[config.mk]
export PLATFORM = sky130hd
export DESIGN_NAME = alu_cmd_seq
export DESIGN_NICKNAME = d
export VERILOG_FILES = /design/src/rtl/alu_cmd_seq.sv
export SDC_FILE = /design/constraint.sdc
export NUM_CORES = 1
export LEC_CHECK = 0
export CAP_MARGIN = 10
export CORE_MARGIN = 4
export CORE_UTILIZATION = 30
export CTS_CLUSTER_SIZE = 40
export DETAILED_ROUTE_END_ITERATION = 10
export DONT_BUFFER_PORTS = 1
export PLACE_DENSITY = 0.41
export SYNTH_ARGS = -nofsm -noshare
export SYNTH_HDL_FRONTEND = slang
export SYNTH_SLANG_ARGS = --single-unit
[constraint.sdc]
create_clock -name clk -period 2 [get_ports clk]
set_input_delay 0.2 -clock clk [delete_from_list [all_inputs] [get_ports clk]]
set_output_delay 0.2 -clock clk [all_outputs]
set_load 0.02 [all_outputs]
[src/rtl/alu_cmd_seq.sv]
// Command sequencer for an external 4-bit ALU: owns a 4-entry register file,
// drives the ALU operands and writes the result back once the ALU has settled.
module alu_cmd_seq #(
  parameter int DRIVE_CYCLES = 1
) (
  input  logic       clk,
  input  logic       rst,
  input  logic       cmd_valid,
  output logic       cmd_ready,
  input  logic [2:0] cmd_op,
  input  logic [1:0] cmd_rd,
  input  logic [1:0] cmd_rs1,
  input  logic [1:0] cmd_rs2,
  input  logic       cmd_imm_en,
  input  logic [3:0] cmd_imm,
  output logic [2:0] alu_S,
  output logic [3:0] alu_A,
  output logic [3:0] alu_B,
  input  logic [3:0] alu_F,
  input  logic       alu_C,
  input  logic       alu_Z,
  output logic       res_valid,
  output logic [3:0] res_data,
  output logic       res_c,
  output logic       res_z,
  output logic       busy
);

  localparam logic [1:0] ST_IDLE    = 2'd0;
  localparam logic [1:0] ST_DRIVE   = 2'd1;
  localparam logic [1:0] ST_CAPTURE = 2'd2;

  localparam logic [3:0] DRIVE_LOAD = 4'(DRIVE_CYCLES);

  logic [1:0] state_q, state_d;
  logic [3:0] cnt_q, cnt_d;
  logic [1:0] rd_q, rd_d;
  logic [2:0] alu_s_q, alu_s_d;
  logic [3:0] alu_a_q, alu_a_d;
  logic [3:0] alu_b_q, alu_b_d;
  logic       res_valid_q, res_valid_d;
  logic [3:0] res_data_q, res_data_d;
  logic       res_c_q, res_c_d;
  logic       res_z_q, res_z_d;
  logic [3:0] regs_q [4];
  logic [3:0] regs_d [4];

  logic [3:0] rs1_val;
  logic [3:0] rs2_val;

  // R0 is hardwired to zero on the read side, so its storage never matters.
  always_comb begin
    rs1_val = (cmd_rs1 == 2'd0) ? 4'd0 : regs_q[cmd_rs1];
    rs2_val = (cmd_rs2 == 2'd0) ? 4'd0 : regs_q[cmd_rs2];
  end

  always_comb begin
    state_d     = state_q;
    cnt_d       = cnt_q;
    rd_d        = rd_q;
    alu_s_d     = alu_s_q;
    alu_a_d     = alu_a_q;
    alu_b_d     = alu_b_q;
    res_valid_d = 1'b0;
    res_data_d  = res_data_q;
    res_c_d     = res_c_q;
    res_z_d     = res_z_q;
    regs_d      = regs_q;

    case (state_q)
      ST_IDLE: begin
        if (cmd_valid) begin
          alu_s_d = cmd_op;
          alu_a_d = rs1_val;
          alu_b_d = cmd_imm_en ? cmd_imm : rs2_val;
          rd_d    = cmd_rd;
          cnt_d   = DRIVE_LOAD;
          state_d = ST_DRIVE;
        end
      end
      ST_DRIVE: begin
        // The ALU inputs have been stable for DRIVE_CYCLES edges once the
        // counter is down to one, so its outputs are safe to sample.
        if (cnt_q <= 4'd1) begin
          res_data_d  = alu_F;
          res_c_d     = alu_C;
          res_z_d     = alu_Z;
          res_valid_d = 1'b1;
          cnt_d       = 4'd0;
          state_d     = ST_CAPTURE;
          if (rd_q != 2'd0) begin
            regs_d[rd_q] = alu_F;
          end
        end else begin
          cnt_d = cnt_q - 4'd1;
        end
      end
      ST_CAPTURE: begin
        state_d = ST_IDLE;
      end
      default: begin
        state_d = ST_IDLE;
      end
    endcase
  end

  always_ff @(posedge clk) begin
    if (rst) begin
      state_q     <= ST_IDLE;
      cnt_q       <= 4'd0;
      rd_q        <= 2'd0;
      alu_s_q     <= 3'd0;
      alu_a_q     <= 4'd0;
      alu_b_q     <= 4'd0;
      res_valid_q <= 1'b0;
      res_data_q  <= 4'd0;
      res_c_q     <= 1'b0;
      res_z_q     <= 1'b0;
      for (int i = 0; i < 4; i++) begin
        regs_q[i] <= 4'd0;
      end
    end else begin
      state_q     <= state_d;
      cnt_q       <= cnt_d;
      rd_q        <= rd_d;
      alu_s_q     <= alu_s_d;
      alu_a_q     <= alu_a_d;
      alu_b_q     <= alu_b_d;
      res_valid_q <= res_valid_d;
      res_data_q  <= res_data_d;
      res_c_q     <= res_c_d;
      res_z_q     <= res_z_d;
      for (int i = 0; i < 4; i++) begin
        regs_q[i] <= regs_d[i];
      end
    end
  end

  assign cmd_ready = (state_q == ST_IDLE);
  assign busy      = (state_q != ST_IDLE);
  assign alu_S     = alu_s_q;
  assign alu_A     = alu_a_q;
  assign alu_B     = alu_b_q;
  assign res_valid = res_valid_q;
  assign res_data  = res_data_q;
  assign res_c     = res_c_q;
  assign res_z     = res_z_q;

endmodule
==> flow_summary_export.csv <==
group,metric,value,unit
timing,grt_setup_unrepaired,"false",
critical_path,worstSetupStartpoint,"state_q[0]",
clocking,cts_setup_buffers,0,
yosys,synth.distinct_cells,41,
critical_path,regToRegSetupSlack,0.34,ns
die,ios,43,
status,status,"finished clean",
global_routing,antenna_found_initial,0,
global_routing,grt_max_degree,35,
pwr,p_leak,0.000672,uW
die,die_h,86.7,um
global_routing,grtUsageMet2,0.238,
critical_path,cp_top_family,"simple AND/OR/NAND/NOR gates",
critical_path,path_class,"register to register",
critical_path,path_cells,"nand2b_1 -> nor4_4 -> mux2i_1",
critical_path,critPathMaxFanout,10,
die,dieArea,7520,um2
yosys,async_flop_share,0,
critical_path,cp-end-kind,"register",
critical_path,crit_slowest_cell,"dfxtp_1",
finish,layout-drive-gt1-share,0.143,
place,portBuffers,0,
yosys,syn_area,1860,um2
yosys,synth_warnings,0,
critical_path,cp-endpoint,"regs_q[6]",
critical_path,path_depth,3,
global_routing,use_met3,0.0409,
route,drt-total-wl,4830,um
timing,worstMarginPinSlew,0.438,ns
timing,period_share,0.832,
global_routing,grt_util_all_layers,0.135,
yosys,synthCells,200,
timing,fin_skew,0.00592,ns
clocking,clock-root-buffer,"clkbuf_8",
critical_path,r2r_cells,3,
route,ant_nets,0,
pwr,p_per_area,928,nW/um2
timing,slew_violations,0,
hold_path,min_path_cells,2,
yosys,synth_top_area_frac,0.409,
place,dp_slack,0.332,ns
hold_path,hp-class,"input pin to register",
global_routing,grt_pass1_wl,7850,um
clocking,numClockSinks,38,
route,avgViaCountPerCell,5.49,
route,detail_route.wl_per_cell,17.8,um
place,gp_congestion,0.808,
global_routing,grt_pass1_vias,1529,
critical_path,worst-path-buf-inv,0,
yosys,synth.area.top_cells,"dfxtp_1, a21oi_1, o31ai_1, mux2_2, nand4_1",
clocking,numCtsBuffers,5,
route,drtIter0Drc,84,
finish,area_growth,8.95,%
clocking,ctsResizeCount,0,
timing,tns,0,ns
yosys,yosysTopAreaCell,"dfxtp_1",
clocking,htreeDepth,2,
critical_path,cpPeakStageDelay,0.57,ns
timing,max_freq,601,MHz
timing,max-slew-margin-rel,0.707,
place,hpwl,3610,um
yosys,synth_edf_count,0,
timing,finalSetupViolations,0,
critical_path,cp.arrival,1.88,ns
yosys,syn_nets,225,
die,die_w,86.7,um
finish,nets,221,
die,rows,28,
route,vias,1488,
die,start_util,0.312,
timing,post-route-min-period,1.66,ns
route,drc,0,
finish,diodes,0,
finish,final_core_util,0.340,
clocking,clockBufferDepth,2,
critical_path,r2r-end,"regs_q[6]",
global_routing,grt.overflow.total,0,
clocking,cts_tree,"done",
global_routing,busiest_layer,"met2",
yosys,syn_area_per_cell,9.30,um2
yosys,synth_seq_cells,38,
clocking,clk_pin_slew_worst_paths,0.07,ns
yosys,ys_seq_area_frac,0.409,
die,fp.coreArea,5960,um2
job,drv_cap,0,
route,dr.pass1.iters,4,
timing,setup_slack,0.336,ns
global_routing,grt_use_met1,0.156,
critical_path,cp_data_required_time,2.21,ns
yosys,synthFlopType,"dfxtp_1",
pwr,ir_worst_vdd,0.470,mV
timing,hold_violations,0,
critical_path,r2r-start,"state_q[0]",
clocking,clkLatencyLatePin,0.28,ns
critical_path,cp-start-kind,"register",
[power breakdown]
group	leakage (uW)	total [uW]	switching [uW]	internal, uW
Clock	0.0000573	655	256	399
Combinational	0.000304	330	209	121
Sequential	0.000310	896	88.7	807
[placed cells by master (no fill, tap or decap), drive strengths merged, types with 2 or more instances in the layout]
cell type,n
nor2,11
inv,4
nor4,4
mux2,8
nand4,14
o31ai,14
mux2i,4
a2111oi,2
dfxtp,38
nand2b,10
nand2,12
a222oi,4
nor2b,2
nor3,6
o21ai,2
ha,2
buf,7
clkbuf,6
nor3b,2
a221oi,4
or2,2
a21oi,21
a211oi,4
[final cells by class]
| class | instances | area (um2) |
|---|---|---|
| fillers | 620 | 3930 |
| repair buffers | 7 | 65.1 |
| well taps | 75 | 93.8 |
| flip-flops and latches | 38 | 761 |
| clock inverters | 1 | 30.0 |
| multi-input cells | 140 | 978 |
| clock buffers | 6 | 82.6 |
| inverters | 4 | 15.0 |
[layer usage]
| layer | wire [um] | vias up |
|---|---|---|
| met5 | 0 | - |
| met4 | 45 | 0 |
| met3 | 254 | 5 |
| met2 | 2450 | 33 |
| met1 | 2080 | 701 |
| li1 | - | 749 |
[cells in the mapped netlist, types with 2 or more instances]
cell type  count
nand2b_1      10
mux2_2         8
nand4_1       14
o21ai_0        2
dfxtp_1       38
nand2_1       12
clkbuf_1       5
nor2_1        11
a211oi_1       4
o31ai_1       14
ha_1           2
a222oi_1       4
buf_2          9
nor3_1         6
buf_6          3
a221oi_1       4
nor4_1         3
inv_1          4
nor2b_1        2
mux2i_1        4
a21oi_1       21
[per-stage QoR]
stage	std cells	cell area, um2	total power [uW]	hold WS [ns]
2_1_floorplan	200	1860	1180	0.336
3_3_place_gp	263	1890	1220	0.275
3_5_place_dp	263	1890	1230	0.275
4_1_cts	271	2030	1910	0.0367
5_1_grt	271	2030	1990	0.0432
6_report	271	2030	1880	0.0419
[sequential cells by signal, indices dropped and copies added (netlist names)]
register   flops
rd_q           2
state_q        2
res_data       4
res_z          1
res_c          1
alu_A          4
res_valid      1
alu_B          4
regs_q        12
alu_S          3
cnt_q          4
[cell families after synthesis]
group | count (synthesis) | share of synthesized area
simple gates | 70 | 0.227
buf+inv | 22 | 0.0646
fa+ha+maj | 2 | 0.0135
compound gates | 56 | 0.215
flops | 38 | 0.409
mux | 12 | 0.0700
[repair_timing]
action                     in CTS  in global routing
setup endpoints to repair       0                  0
hold buffers                    1                  0
hold endpoints to repair       34                  0
[worst min-delay path by stage]
| stage | startpoint | to | slack (ns) |
|---|---|---|---|
| 2_1_floorplan | cmd_rd[0] | rd_q[0] | 0.34 |
| 3_3_place_gp | rst | cnt_q[1] | 0.28 |
| 3_5_place_dp | rst | res_data[1] | 0.28 |
| 4_1_cts | cmd_op[2] | alu_S[2] | 0.04 |
| 5_1_grt | cmd_op[1] | alu_S[1] | 0.04 |
| 6_report | cmd_op[2] | alu_S[2] | 0.04 |
Note: power is estimated with default switching activity, not from simulation.
